--- config.mk ---
export PLATFORM = sky130hd
export DESIGN_NAME = rs232_tx_fifo
export DESIGN_NICKNAME = d
export VERILOG_FILES = /design/src/rtl/rs232_tx_fifo.sv
export SDC_FILE = /design/constraint.sdc
export NUM_CORES = 1
export LEC_CHECK = 0
export CAP_MARGIN = 20
export CORE_ASPECT_RATIO = 1.4
export CORE_UTILIZATION = 45
export DETAILED_ROUTE_END_ITERATION = 12
export PLACE_DENSITY_LB_ADDON = 0.2
export SYNTH_ARGS = -nofsm -noshare
export SYNTH_HDL_FRONTEND = slang
export SYNTH_SLANG_ARGS = --single-unit
--- constraint.sdc ---
create_clock -name clk_clk -period 3.6 [get_ports clk_clk]
set_clock_uncertainty 0.2 [all_clocks]
set_input_delay 0.54 -clock clk_clk [delete_from_list [all_inputs] [get_ports clk_clk]]
set_output_delay 0.54 -clock clk_clk [all_outputs]
set_load 0.1 [all_outputs]
--- src/rtl/rs232_tx_fifo.sv ---
// -----------------------------------------------------------------------------
// rs232_tx_fifo
//
// Stand-alone 8N1 RS232 transmitter fronted by a small circular FIFO. Fabric
// logic pushes bytes on a valid/ready stream, and the transmitter serialises
// them LSB-first at CLK_HZ/BAUD clocks per bit. Queued bytes go out as
// contiguous frames, with no idle gap between a stop bit and the next start bit.
//
// Parameters:
//   CLK_HZ      system clock frequency in Hz
//   BAUD        line rate; DIVISOR = CLK_HZ/BAUD (truncated) must be >= 2
//   FIFO_DEPTH  input FIFO entries; a power of two, >= 2
//   STOP_BITS   1 or 2
//
// Ports:
//   clk_clk        system clock; all logic runs on the rising edge
//   reset_reset_n  asynchronous active-low reset
//   tx_data        byte to send
//   tx_valid       tx_data is valid; a byte is accepted when tx_ready is also high
//   tx_ready       FIFO has room (combinational, level != FIFO_DEPTH)
//   txd            serial line, idle high, registered
//   busy           registered; high while a frame is in progress or bytes are queued
//   fifo_level     current FIFO occupancy, 0..FIFO_DEPTH
// -----------------------------------------------------------------------------
module rs232_tx_fifo #(
    parameter int CLK_HZ     = 50000000,
    parameter int BAUD       = 115200,
    parameter int FIFO_DEPTH = 4,
    parameter int STOP_BITS  = 1
) (
    input  logic                          clk_clk,
    input  logic                          reset_reset_n,
    input  logic [7:0]                    tx_data,
    input  logic                          tx_valid,
    output logic                          tx_ready,
    output logic                          txd,
    output logic                          busy,
    output logic [$clog2(FIFO_DEPTH):0]   fifo_level
);

    localparam int DIVISOR = CLK_HZ / BAUD;
    localparam int PTR_W   = $clog2(FIFO_DEPTH);
    localparam int LVL_W   = PTR_W + 1;
    localparam int CNT_W   = $clog2(DIVISOR);

    localparam logic [LVL_W-1:0] FULL_LEVEL = LVL_W'(FIFO_DEPTH);
    localparam logic [LVL_W-1:0] LVL_ONE    = LVL_W'(1);
    localparam logic [PTR_W-1:0] PTR_ONE    = PTR_W'(1);
    localparam logic [CNT_W-1:0] CNT_ONE    = CNT_W'(1);
    localparam logic [CNT_W-1:0] DIV_LAST   = CNT_W'(DIVISOR - 1);
    localparam logic [2:0]       STOP_LAST  = 3'(STOP_BITS - 1);

    typedef enum logic [1:0] {
        IDLE,
        START,
        DATA,
        STOP
    } state_t;

    // FIFO storage and bookkeeping
    logic [7:0]       mem [FIFO_DEPTH];
    logic [PTR_W-1:0] wr_ptr;
    logic [PTR_W-1:0] rd_ptr;
    logic [LVL_W-1:0] level;

    // Transmitter state
    state_t           state;
    logic [CNT_W-1:0] baud_cnt;
    logic [2:0]       bit_idx;
    logic [7:0]       shift_reg;

    logic push;
    logic pop;
    logic fifo_nonempty;
    logic baud_done;
    logic stop_final;

    assign fifo_nonempty = (level != '0);
    assign tx_ready      = (level != FULL_LEVEL);
    assign fifo_level    = level;

    assign push       = tx_valid && tx_ready;
    assign baud_done  = (baud_cnt == DIV_LAST);
    assign stop_final = (state == STOP) && baud_done && (bit_idx == STOP_LAST);

    // The head byte is taken either from IDLE or on the last cycle of the
    // final stop bit; the latter is what makes queued frames contiguous.
    assign pop = fifo_nonempty && ((state == IDLE) || stop_final);

    // FIFO data array. It needs no reset: the pointers and level are cleared,
    // so stale contents are never read after a flush.
    always_ff @(posedge clk_clk) begin
        if (push) begin
            mem[wr_ptr] <= tx_data;
        end
    end

    // FIFO pointers and occupancy. Pointers wrap naturally because the depth
    // is a power of two. A push and a pop on the same edge both take effect
    // and leave the level unchanged.
    always_ff @(posedge clk_clk or negedge reset_reset_n) begin
        if (!reset_reset_n) begin
            wr_ptr <= '0;
            rd_ptr <= '0;
            level  <= '0;
        end else begin
            if (push) begin
                wr_ptr <= wr_ptr + PTR_ONE;
            end
            if (pop) begin
                rd_ptr <= rd_ptr + PTR_ONE;
            end
            case ({push, pop})
                2'b10:   level <= level + LVL_ONE;
                2'b01:   level <= level - LVL_ONE;
                default: level <= level;
            endcase
        end
    end

    // Frame sequencer. txd is registered and written on the same edge as each
    // state or bit transition, so every bit lasts exactly DIVISOR cycles. The
    // head byte is copied into shift_reg at the pop, so the frame in flight no
    // longer depends on the FIFO. busy looks at the pre-edge state, so it
    // falls one cycle after STOP hands over to IDLE with nothing queued.
    always_ff @(posedge clk_clk or negedge reset_reset_n) begin
        if (!reset_reset_n) begin
            state     <= IDLE;
            baud_cnt  <= '0;
            bit_idx   <= '0;
            shift_reg <= '0;
            txd       <= 1'b1;
            busy      <= 1'b0;
        end else begin
            busy <= (state != IDLE) || fifo_nonempty;

            case (state)
                IDLE: begin
                    txd      <= 1'b1;
                    baud_cnt <= '0;
                    bit_idx  <= '0;
                    if (pop) begin
                        shift_reg <= mem[rd_ptr];
                        txd       <= 1'b0;
                        state     <= START;
                    end
                end

                START: begin
                    if (baud_done) begin
                        baud_cnt  <= '0;
                        bit_idx   <= '0;
                        txd       <= shift_reg[0];
                        shift_reg <= {1'b0, shift_reg[7:1]};
                        state     <= DATA;
                    end else begin
                        baud_cnt <= baud_cnt + CNT_ONE;
                    end
                end

                DATA: begin
                    if (baud_done) begin
                        baud_cnt <= '0;
                        if (bit_idx == 3'd7) begin
                            bit_idx <= '0;
                            txd     <= 1'b1;
                            state   <= STOP;
                        end else begin
                            bit_idx   <= bit_idx + 3'd1;
                            txd       <= shift_reg[0];
                            shift_reg <= {1'b0, shift_reg[7:1]};
                        end
                    end else begin
                        baud_cnt <= baud_cnt + CNT_ONE;
                    end
                end

                STOP: begin
                    if (baud_done) begin
                        baud_cnt <= '0;
                        if (bit_idx == STOP_LAST) begin
                            bit_idx <= '0;
                            if (pop) begin
                                shift_reg <= mem[rd_ptr];
                                txd       <= 1'b0;
                                state     <= START;
                            end else begin
                                txd   <= 1'b1;
                                state <= IDLE;
                            end
                        end else begin
                            bit_idx <= bit_idx + 3'd1;
                        end
                    end else begin
                        baud_cnt <= baud_cnt + CNT_ONE;
                    end
                end

                default: begin
                    baud_cnt <= '0;
                    bit_idx  <= '0;
                    txd      <= 1'b1;
                    state    <= IDLE;
                end
            endcase
        end
    end

    // Structural invariants: the occupancy stays in range and the line is
    // high whenever the sequencer sits in IDLE.
    level_in_range: assert property (
        @(posedge clk_clk) disable iff (!reset_reset_n) level <= FULL_LEVEL
    );

    idle_line_high: assert property (
        @(posedge clk_clk) disable iff (!reset_reset_n) (state == IDLE) |-> txd
    );

endmodule

==> metrics.cfg <==
[run_status]
outcome = completed

[worst_setup_path]
worstPathArrival_ns = 2.84
path_max_fanout = 5
path_delay_family = simple AND/OR/NAND/NOR gates
timing.rr.start = baud_cnt[3]
path_class = flop to flop
cpMostUsedCell = xor2_1
startpoint = baud_cnt[3]
path_buf_inv = 1
crit_path_end_kind = flop
cp.required_ns = 3.67
path_cells = or4b_4 -> o41ai_4 -> ha_1 -> inv_1 -> fa_1 -> xor2_1 -> nor2_1 -> xor2_1
slowest_stage = or4b_4
reg2reg_slack_ns = 0.83
max_stage_delay_ns = 0.60
start_kind = flop

[power]
leakagePower_nw = 1.36
max-vdd-ir-drop_mv = 0.450
total_power_w = 0.00317
powerDensity_nw_per_um2 = 931

[placed_design]
portBuffers = 16
place_ws_ns = 0.808
hpwl_um = 3360
placed_area_sq_um = 3170
place.gp.congestion = 0.743

[routing]
vias_per_cell = 5.40
postRouteAntennaNets = 0
first_iter_violations = 45
drt_first_pass_iters = 4
totalWireLength_um = 4830
num_vias = 1691
drc = 0
wl_per_cell_um = 15.4

[synthesis]
ys_warn_count = 0
syn_avg_cell_area_sq_um = 13.8
seq_area_frac_synth = 0.594
async_reset_ff_frac = 0.492
syn_inst = 212
syn_area_sq_um = 2920
syn-num-nets = 238
synth.distinct_cells = 45
synth-edff-count = 32
yosys_register_bits = 63
synth_top_flop_cell = edfxtp_1

[final_layout]
finalNetCount = 262
final_cell_mix = edfxtp_1 (32), dfrtp_1 (30), inv_1 (21)
syn2layout_area_growth_pct = 16.6
largest_reg_flops = 32
antenna_cells = 0
final_common_cell = edfxtp_1
fillers = 530
drive_above_1_share = 0.158
seqCellArea_sq_um = 1740
fin_area_sq_um = 3410
multi_input_area_sq_um = 1080

[cts]
cts_resized = 0
postCtsSetupBuffers = 0
numCtsBuffers = 9
htree_levels = 3
ctsHoldBuffers = 0
cts-root-buf = clkbuf_8
cts_tree = built
numClockSinks = 63
clkTransAtPathRegs_ns = 0.07
clk_latency_ns = 0.34
clock_tree.buffer_depth = 2

[floorplan]
io_pins = 17
die-area_sq_um = 6830
core_area_sq_um = 6250
fp-row-count = 34
dieHeight_um = 97.4
initial_utilization = 0.468
die_w_um = 70.1

[sta]
clock.fmax_ghz = 0.361
fin_crit_sh = 0.770
hold_viol = 0
fin_ws_ns = 0.827
finalSetupTns_ns = 0
period_needed_ns = 2.77
tightest_slew_ns = 0.965
rsz0062_at_grt = no
slew_headroom = 0.354
finalSetupViolations = 0
drv_slew = 0

[global_route]
grt_pass1_vias = 1884
grt_pass1_wl_um = 8760
grt.total_usage = 0.168
grt_max_degree = 32
grt-ovfl-total = 0
antenna_found_initial = 0

[worst_hold_path]
holdCritPathClass = flop to flop
min-delay-start = baud_cnt[0]

[job]
cap_violations = 0

==> per-stage QoR <==
stage,instances,hold slack (ns),util
after floorplan,212,0.0444,-
after global placement,297,0.284,0.506
after detailed placement,297,0.291,0.506
after CTS,313,0.301,0.545
after global routing,313,0.336,0.545
final,313,0.294,0.545
==> per-layer routing <==
metal,vias up,global-route usage,part of all wire
met5,-,0,0
met4,0,0.0877,0.020
met3,8,0.0342,0.020
met2,18,0.284,0.52
met1,832,0.200,0.44
li1,833,-,-
==> layout make-up <==
cell class | count | area share
Multi-Input combinational cell | 122 | 0.317
Timing Repair Buffer | 19 | 0.0521
Clock inverter | 7 | 0.0352
Clock buffer | 9 | 0.0363
Tap cell | 72 | 0.0264
Inverter | 21 | 0.0231
Sequential cell | 63 | 0.510
==> kinds of logic after synthesis <==
group / synth area share
fa+ha+maj: 0.0668
simple gates: 0.102
mux: 0.0779
buf+inv: 0.0377
xor+xnor: 0.0329
flops: 0.594
compound gates: 0.0886
==> Yosys cell counts, drive strengths merged, types with 4 or more instances <==
library cell / number / share of area
nand3: 6 / 0.010
mux4: 8 / 0.062
o21ai: 7 / 0.012
xnor2: 6 / 0.018
edfxtp: 32 / 0.33
dfrtp: 30 / 0.26
inv: 21 / 0.027
nor2b: 8 / 0.017
nor2: 8 / 0.010
xor2: 5 / 0.015
ha: 14 / 0.060
nand4: 9 / 0.019
nand2: 6 / 0.0077
a21oi: 5 / 0.0086
clkbuf: 4 / 0.0051
and3: 5 / 0.011
o221ai: 7 / 0.021
==> power breakdown <==
group / switching (W) / internal (W)
Combinational: 0.000787 / 0.000523
Sequential: 0.000149 / 0.000971
Clock: 0.000281 / 0.000462
==> final timing paths <==
path | endpoint | cells past startpoint
setup / recovery | fifo_level[2] | 8
min in group asynchronous | bit_idx[0] | 2
hold / removal | baud_cnt[0] | 1
setup reg to reg | fifo_level[2] | 8
max in group asynchronous | txd | 2
hold reg to reg | baud_cnt[0] | 1
Power figures use the tool's default switching activity.
